--- src/rtl/pwm_duty_ramp.sv ---
// pwm_duty_ramp: debounced switch target, slewed or jumped duty committed only at PWM period boundaries
// Ports:
//   clk, rst_n (async, active-low)
//   sw         raw switch word (async to clk), synchronised and debounced into target_out
//   ramp_en    1 = step duty toward target once per tick, 0 = jump to target
//   period_end one-cycle pulse at PWM counter wrap; the only moment duty_out may change
//   duty_out   committed duty, duty_valid pulses alongside each new duty_out value
//   target_out debounced target, busy high while duty_out is still chasing it
module pwm_duty_ramp #(
    parameter int DUTY_W          = 8,
    parameter int DEBOUNCE_CYCLES = 1000000,
    parameter int STEP_DIV        = 100000,
    parameter int STEP            = 1
) (
    input  logic              clk,
    input  logic              rst_n,
    input  logic [DUTY_W-1:0] sw,
    input  logic              ramp_en,
    input  logic              period_end,
    output logic [DUTY_W-1:0] duty_out,
    output logic              duty_valid,
    output logic [DUTY_W-1:0] target_out,
    output logic              busy
);
    localparam int SC_W = $clog2(DEBOUNCE_CYCLES + 1);
    localparam int TC_W = $clog2(STEP_DIV);
    localparam int DW1  = DUTY_W + 1;
    localparam logic [SC_W-1:0]   STAB_MAX  = SC_W'(DEBOUNCE_CYCLES);
    localparam logic [SC_W-1:0]   STAB_LOAD = SC_W'(DEBOUNCE_CYCLES - 1);
    localparam logic [TC_W-1:0]   TICK_LAST = TC_W'(STEP_DIV - 1);
    localparam logic [DW1-1:0]    STEP_X    = DW1'(STEP);
    localparam logic [DUTY_W-1:0] STEP_D    = DUTY_W'(STEP);

    typedef enum logic [1:0] {IDLE, WAIT_TICK, WAIT_EDGE} state_t;

    state_t            state, state_nx;
    logic [DUTY_W-1:0] sw_m, sw_s, cand, target, next_duty;
    logic [SC_W-1:0]   stab_cnt;
    logic [TC_W-1:0]   tick_cnt;
    logic [DW1-1:0]    up_gap, dn_gap;
    logic              tick, differ, commit;

    assign target_out = target;
    assign busy       = state != IDLE;
    assign tick       = tick_cnt == TICK_LAST;
    assign differ     = target != duty_out;
    // gaps are one bit wider so the clamp test never sees a wrapped difference
    assign up_gap     = {1'b0, target} - {1'b0, duty_out};
    assign dn_gap     = {1'b0, duty_out} - {1'b0, target};
    assign next_duty  = !ramp_en ? target :
                        (target > duty_out) ? ((up_gap <= STEP_X) ? target : duty_out + STEP_D) :
                                              ((dn_gap <= STEP_X) ? target : duty_out - STEP_D);

    always_ff @(posedge clk or negedge rst_n) begin
        if (!rst_n) begin
            sw_m     <= '0;
            sw_s     <= '0;
            cand     <= '0;
            stab_cnt <= '0;
            target   <= '0;
            tick_cnt <= '0;
        end else begin
            sw_m     <= sw;
            sw_s     <= sw_m;
            cand     <= sw_s;
            // saturating, so the load compare below fires once per stable run
            stab_cnt <= (sw_s != cand) ? '0 : (stab_cnt == STAB_MAX) ? stab_cnt : stab_cnt + 1'b1;
            if (stab_cnt == STAB_LOAD) target <= cand;
            tick_cnt <= tick ? '0 : tick_cnt + 1'b1;
        end
    end

    always_comb begin
        state_nx = state;
        commit   = 1'b0;
        case (state)
            IDLE:      if (differ) state_nx = ramp_en ? WAIT_TICK : WAIT_EDGE;
            WAIT_TICK: state_nx = !differ ? IDLE : (!ramp_en || tick) ? WAIT_EDGE : WAIT_TICK;
            WAIT_EDGE: begin
                if (!differ) state_nx = IDLE;
                else if (period_end) begin
                    commit   = 1'b1;
                    state_nx = (next_duty == target) ? IDLE : ramp_en ? WAIT_TICK : WAIT_EDGE;
                end
            end
            default:   state_nx = IDLE;
        endcase
    end

    always_ff @(posedge clk or negedge rst_n) begin
        if (!rst_n) begin
            state      <= IDLE;
            duty_out   <= '0;
            duty_valid <= 1'b0;
        end else begin
            state      <= state_nx;
            duty_valid <= commit;
            if (commit) duty_out <= next_duty;
        end
    end
endmodule

--- config.mk ---
export PLATFORM = sky130hd
export DESIGN_NAME = pwm_duty_ramp
export DESIGN_NICKNAME = d
export VERILOG_FILES = /design/src/rtl/pwm_duty_ramp.sv
export SDC_FILE = /design/constraint.sdc
export NUM_CORES = 1
export LEC_CHECK = 0
export CAP_MARGIN = 10
export CORE_AREA = 2 2 101 103
export CTS_BUF_LIST = sky130_fd_sc_hd__clkbuf_8
export DETAILED_ROUTE_END_ITERATION = 16
export DIE_AREA = 0 0 103 105
export DONT_BUFFER_PORTS = 1
export SETUP_SLACK_MARGIN = 0.05
export SLEW_MARGIN = 20
export SYNTH_ARGS = -nofsm -noshare
export SYNTH_HDL_FRONTEND = slang
export SYNTH_SLANG_ARGS = --single-unit
export TNS_END_PERCENT = 100
--- constraint.sdc ---
create_clock -name clk -period 7.05 [get_ports clk]
set_input_delay 0.705 -clock clk [delete_from_list [all_inputs] [get_ports clk]]
set_output_delay 0.705 -clock clk [all_outputs]
set_load 0.03 [all_outputs]
### Word level (Yosys, flattened, before mapping)

Index checks and enable logic that the tools add are counted.

| operators by class | value |
|---|---|
| $add $sub $neg | 6 |
| $lt $le $gt $ge | 3 |
| eq/ne operators | 11 |
| mux-type cells | 18 |
| reductions and logical operators | 5 |

Operators by type and width:

| kind | count |
|---|---|
| 20-bit equality test (second input constant) | 2 |
| 20-bit 2-to-1 mux | 2 |
| 8-bit 2-to-1 mux | 4 |
| 20-bit by 1-bit adder with 20-bit output (second input constant) | 1 |
| 9-bit by 1-bit less-or-equal comparator with 1-bit output (second input constant) | 2 |
| 8-bit by 8-bit subtractor with 9-bit output | 2 |
| 17-bit by 1-bit adder with 17-bit output (second input constant) | 1 |
| 17-bit equality test (second input constant) | 1 |
| 17-bit 2-to-1 mux | 1 |
| 8-bit inequality test | 2 |
| 2-bit 2-to-1 mux | 7 |
| 8-bit by 1-bit adder with 8-bit output (second input constant) | 1 |
| 8-bit equality test | 1 |
| 8-bit greater-than comparator | 1 |
| 8-bit by 1-bit subtractor with 8-bit output (second input constant) | 1 |
| 2-bit one-hot mux with 3 select lines | 1 |
| 2-bit inequality test (second input constant) | 2 |
| 1-bit 2-to-1 mux | 3 |
| 3-bit inequality test (second input constant) | 1 |
| 2-bit by 1-bit equality test with 1-bit output (second input constant) | 1 |
| 2-bit equality test (second input constant) | 1 |
| 2-bit zero test | 1 |
| 2-bit AND reduction | 1 |
| 2-bit nonzero test | 1 |
| other kinds (2) | 2 |

| storage, ports and cells | value |
|---|---|
| bits in registers | 80 |
| input port bits | 12 |
| word-level logic and storage cells | 52 |

### Depth between registers and ports, before layout

| logic depth | value |
|---|---|
| depth in word-level cells | 10 |
| gate-level depth with buffers | 15 |
| gate-level depth less buffers | 14 |

### Worst setup path before layout

No wires, ideal clock.

| timing | value |
|---|---|
| path type | flip-flop to flip-flop |
| from | register duty_out[2] |
| to | register state[0] |
| library setup time | 0.138 ns |
| data arrival time | 3.652 ns |
| slack | 3.260 ns |
| cell stages (with the launch flop) | 16 |
| buffers on the path | 3 |
| cells stage by stage | dfrtp_1 clkbuf_1 inv_1 ha_1 buf_4 a21o_1 a21oi_1 mux2i_1 o211ai_1 or4_4 buf_6 a32o_1 a221oi_2 o311ai_1 and4bb_1 a41oi_1 |

| on the way | value |
|---|---|
| longest elaborated chain between the ends | 10 |
| elaborated cells between the ends (all ways) | 21 |
| classes of those cells | add/sub: 4; order compare: 3; eq/ne: 4; mux: 9; reduce/logical: 1 |

Ends and longest elaborated chain:

| item | line | text |
|---|---|---|
| start: declaration | 20 | `output logic [DUTY_W-1:0] duty_out,` |
| start signal: assignment | 98 | `if (commit) duty_out <= next_duty;` |
| 8-bit by 8-bit subtractor with 9-bit output (on tied branches) | 49, 48 |  |
| 9-bit by 1-bit less-or-equal comparator with 1-bit output (on tied branches) | 52, 51 |  |
| 8-bit 2-to-1 mux (on tied branches) | 52, 51 |  |
| 8-bit 2-to-1 mux | 51 | `(target > duty_out) ? ((up_gap <= STEP_X) ? target : duty_out + STEP_D) :` |
| 8-bit 2-to-1 mux | 50 | `assign next_duty = !ramp_en ? target :` |
| 8-bit equality test | 83 | `state_nx = (next_duty == target) ? IDLE : ramp_en ? WAIT_TICK : WAIT_EDGE;` |
| 2-bit 2-to-1 mux | 83 |  |
| 2-bit 2-to-1 mux | 81 | `else if (period_end) begin` |
| 2-bit 2-to-1 mux | 80 | `if (!differ) state_nx = IDLE;` |
| 2-bit one-hot mux with 3 select lines | 76 | `case (state)` |
| end signal: assignment | 96 | `state <= state_nx;` |
| end: declaration | 36 | `state_t state, state_nx;` |

Parallel ways exist; a longest one is shown, timed or not. The select of a mux whose other input is x is not followed.
A chain may end at the register's enable or synchronous reset.

### Final worst setup path

| timing | value |
|---|---|
| from | register duty_out[5] |
| to | register state[0] |

The elaborated chain is that of the path after synthesis.

==> impl_metrics.yaml <==
outcome:
  status: "finished clean"
job:
  timing.max_cap.violations: 0
cts:
  postCtsSetupRepairBufs: 0
  cts_buffers: 9
  htree_levels: 3
  clkSinkCount: 80
  cts.repair.resized: 0
  latest_clock_arrival_within_the_worst_skew_pair_ps: 340
  cts.hold.buffers_added: 0
  clock_input_transition_at_the_sequential_cells_of_the_worst_setup_and_hold_paths_ps: 90
  clock-root-buffer: "sky130_fd_sc_hd__clkbuf_8"
  cts_tree: "built"
  ctsLongestPathBuffers: 2
floorplan:
  die_area_um2: 10800
  die_h_um: 105
  design.portCount: 30
  die_span_in_x_um: 103
  core.rowCount: 36
  design.core.area_um2: 9640
  floorplan.initialDensity_pct: 47.4
global_routing:
  grt_start_max_net_pins: 81
  track_usage_pct: 19.8
  initial_antenna_violation_count: 0
  grt_pass1_wl_um: 17100
  grt_pass1_vias: 3382
  grt.overflow.total: 0
sta:
  setup_ws_ps: 2960
  worstMarginPinSlew_ps: 696
  timing.final.setup_violations: 0
  grt_setup_unrepaired: "no"
  fmax_mhz: 244
  fin_skew_ps: 10.6
  slew_viol_final: 0
  finalSetupTns_ps: 0
  timing_hold_violations_final: 0
  slew-limit-headroom_pct: 53.5
  post-route-period-util_pct: 58.0
  finalWorstPathRequiredPeriod_ps: 4090
drt:
  detailedRoute.firstIterationViolations: 277
  drt_pass_1_iters: 5
  detail_route.wl_per_cell_um: 15.8
  drt_drc_violations_left: 0
  vias: 3497
  vias_per_cell: 5.60
  wirelength_um: 9890
  detail-route-antenna-nets: 0
power_and_ir_drop:
  power.static_leakage_nw: 2.03
  power.net_switching_mw: 0.620
  swShare_pct: 41.8
  share_comb_of_total_power_pct: 38.9
  power.sequential.fraction_pct: 40.1
  p_clk_share_pct: 21.0
  p_int_mw: 0.863
  vdd.ir_drop.worst_uv: 110
  powerDensity_nw_per_um2: 305
critical_path:
  path_class: "reg -> reg"
  slowest_delay_ps: 650
  arrival_ps: 4310
  critical_path.startpoint_type: "flip-flop"
  critPathRequiredTime_ps: 7270
  critical_path_cell_by_cell: "inv_1 > ha_1 > inv_2 > and3_1 > a211o_1 > a311o_1 > or4_4 > a32o_1 > a221oi_2 > o311ai_1 > and4bb_1 > a41oi_1"
  critical_path.slowest_cell: "sky130_fd_sc_hd__dfrtp_1"
  end_kind: "flip-flop"
  worstPathMaxFanout: 13
finish:
  layout_commonest_cell: "sky130_fd_sc_hd__dfrtp_1"
  commonest_cells_after_routing_fill_and_taps_aside: "sky130_fd_sc_hd__dfrtp_1 (80), sky130_fd_sc_hd__nor2_1 (46), sky130_fd_sc_hd__o21ai_0 (35), sky130_fd_sc_hd__nand2_1 (35), sky130_fd_sc_hd__inv_1 (32)"
  nets: 523
  post_layout_nonfiller_instances: 625
  total_of_fill_cells_in_the_finished_design: 905
  drive_above_1_share_pct: 5.69
  fin_area_um2: 4860
  multiInputGateArea_um2: 2370
  layout.area.seq_um2: 2000
  antenna-diode-count: 0
  area.growth.synth_to_final_pct: 6.32
hold_path:
  min-delay-path-class: "in -> async"
placed_design:
  place_worst_setup_slack_ps: 3000
  port_buffers: 0
  post_dp_cell_area_um2: 4680
  placed_cells_incl_taps: 609
  finalWeightedCongestion: 0.950
  hpwlAfterDp_um: 7190
yosys:
  synth_async_sr_flop_share_pct: 100
  number_of_register_bits_inferred_by_synthesis: 80
  syn_nets: 526
  synth_edf_count: 0
  synth_ff_type: "sky130_fd_sc_hd__dfrtp_1"
  synth.avg_cell_area_um2: 9.33
  ys_types: 57
  synthesis.yosys.warnings: 0
  syn_inst: 490
  share_of_the_yosys_chip_area_belonging_to_registers_pct: 43.8
  synthesis.area_um2: 4570
-- path summary, 6_finish.rpt --
check	start	endpoint	slack (ps)	cells past startpoint
worst max register to register	duty_out[5]$_DFFE_PN0P_	state[0]$_DFFE_PN0P_	2960	12
worst max-delay path	duty_out[5]$_DFFE_PN0P_	state[0]$_DFFE_PN0P_	2960	12
max in group asynchronous	rst_n	stab_cnt[19]$_DFFE_PN0P_	6860	0
worst min register to register	sw_m[2]$_DFF_PN0_	sw_s[2]$_DFF_PN0_	360	0
min in group clk	sw_m[2]$_DFF_PN0_	sw_s[2]$_DFF_PN0_	360	0
worst min-delay path	rst_n	duty_out[4]$_DFFE_PN0P_	50	0
-- layout make-up --
| cell class | instances | share of cell area (%) |
|---|---|---|
| multi-input combinational | 362 | 48.9 |
| clock inverter | 6 | 0.901 |
| clock buffer | 10 | 2.83 |
| timing repair buffer | 2 | 0.309 |
| tap | 133 | 3.42 |
| sequential | 80 | 41.2 |
| inverter | 32 | 2.47 |
-- flip-flops by register name, indices dropped and copies added, names as in the netlist --
register,count
cand,8
duty_out,8
duty_valid,1
stab_cnt,20
state,2
sw_m,8
sw_s,8
target_out,8
tick_cnt,17
-- power groups by stage --
stage	Sequential, mW	Combinational, mW	Clock, mW
after floorplan	0.585	0.464	0
after global placement	0.602	0.568	0
after detailed placement	0.604	0.564	0
after CTS	0.594	0.566	0.323
after global routing	0.604	0.643	0.343
final	0.594	0.577	0.311
-- kinds of logic (layout without fill, tap and decap cells) --
family	Yosys count	in the layout	synth area share (%)
simple gates	189	189	21.3
compound gates	96	96	13.3
flops	80	80	43.8
xor+xnor	49	49	9.39
buf+inv	48	50	4.38
fa+ha+maj	24	24	6.90
mux	4	4	0.876
-- critical path, delay by kind of cell (launching register included) --
kind | cells | cell delay (ps)
simple gates | 3 | 1100
flops | 1 | 650
compound gates | 6 | 1330
fa+ha+maj | 1 | 560
buf+inv | 2 | 310
-- cells in the mapped netlist (2+ instances only) --
| cell | number | area (um2) |
|---|---|---|
| sky130_fd_sc_hd__o211ai_1 | 3 | 22.5 |
| sky130_fd_sc_hd__ha_1 | 22 | 275 |
| sky130_fd_sc_hd__nor2b_1 | 4 | 25.0 |
| sky130_fd_sc_hd__or3_1 | 7 | 43.8 |
| sky130_fd_sc_hd__o31ai_1 | 2 | 15.0 |
| sky130_fd_sc_hd__nor3_1 | 10 | 50.1 |
| sky130_fd_sc_hd__a32o_1 | 2 | 20.0 |
| sky130_fd_sc_hd__a211o_1 | 4 | 35.0 |
| sky130_fd_sc_hd__buf_6 | 2 | 22.5 |
| sky130_fd_sc_hd__or4_1 | 2 | 15.0 |
| sky130_fd_sc_hd__a21o_1 | 2 | 15.0 |
| sky130_fd_sc_hd__clkbuf_1 | 12 | 45.0 |
| sky130_fd_sc_hd__dfrtp_1 | 80 | 2000 |
| sky130_fd_sc_hd__o31a_1 | 2 | 17.5 |
| sky130_fd_sc_hd__and3_1 | 12 | 75.1 |
| sky130_fd_sc_hd__nand3b_1 | 2 | 15.0 |
| sky130_fd_sc_hd__a221o_1 | 3 | 30.0 |
| sky130_fd_sc_hd__mux2i_1 | 4 | 40.0 |
| sky130_fd_sc_hd__nor4_1 | 9 | 56.3 |
| sky130_fd_sc_hd__xor2_1 | 26 | 228 |
| sky130_fd_sc_hd__fa_1 | 2 | 40.0 |
| sky130_fd_sc_hd__or2_2 | 4 | 25.0 |
| sky130_fd_sc_hd__xnor2_1 | 23 | 201 |
| sky130_fd_sc_hd__a221oi_1 | 2 | 17.5 |
| sky130_fd_sc_hd__nand2_1 | 35 | 131 |
| sky130_fd_sc_hd__a31oi_1 | 2 | 12.5 |
| sky130_fd_sc_hd__nand3_1 | 26 | 130 |
| sky130_fd_sc_hd__o21a_1 | 3 | 22.5 |
| sky130_fd_sc_hd__inv_1 | 31 | 116 |
| sky130_fd_sc_hd__nor3b_1 | 3 | 22.5 |
| sky130_fd_sc_hd__nor2_1 | 46 | 173 |
| sky130_fd_sc_hd__o21ai_0 | 35 | 175 |
| sky130_fd_sc_hd__nand4_1 | 13 | 81.3 |
| sky130_fd_sc_hd__a21oi_1 | 26 | 130 |
| sky130_fd_sc_hd__and2_1 | 4 | 25.0 |
| sky130_fd_sc_hd__nand2b_1 | 4 | 25.0 |
-- layer usage --
metal / vias up / routed length [um] / track usage (%) / share of wire [%]
met1: 1679 / 4770 / 29.8 / 48
met5: - / 0 / 0 / 0
met3: 13 / 552 / 4.15 / 5.6
met2: 97 / 4430 / 28.8 / 45
li1: 1708 / - / - / -
met4: 0 / 140 / 5.36 / 1.4
-- stage by stage --
step	util, %	power [mW]	hold WS (ps)
after global placement	48.5	1.17	335
after global routing	50.4	1.59	18.7
final	50.4	1.48	46.0
after detailed placement	48.5	1.17	337
after floorplan	-	1.05	331
after CTS	50.4	1.48	31.9
Note: power is estimated with default switching activity, not from simulation.
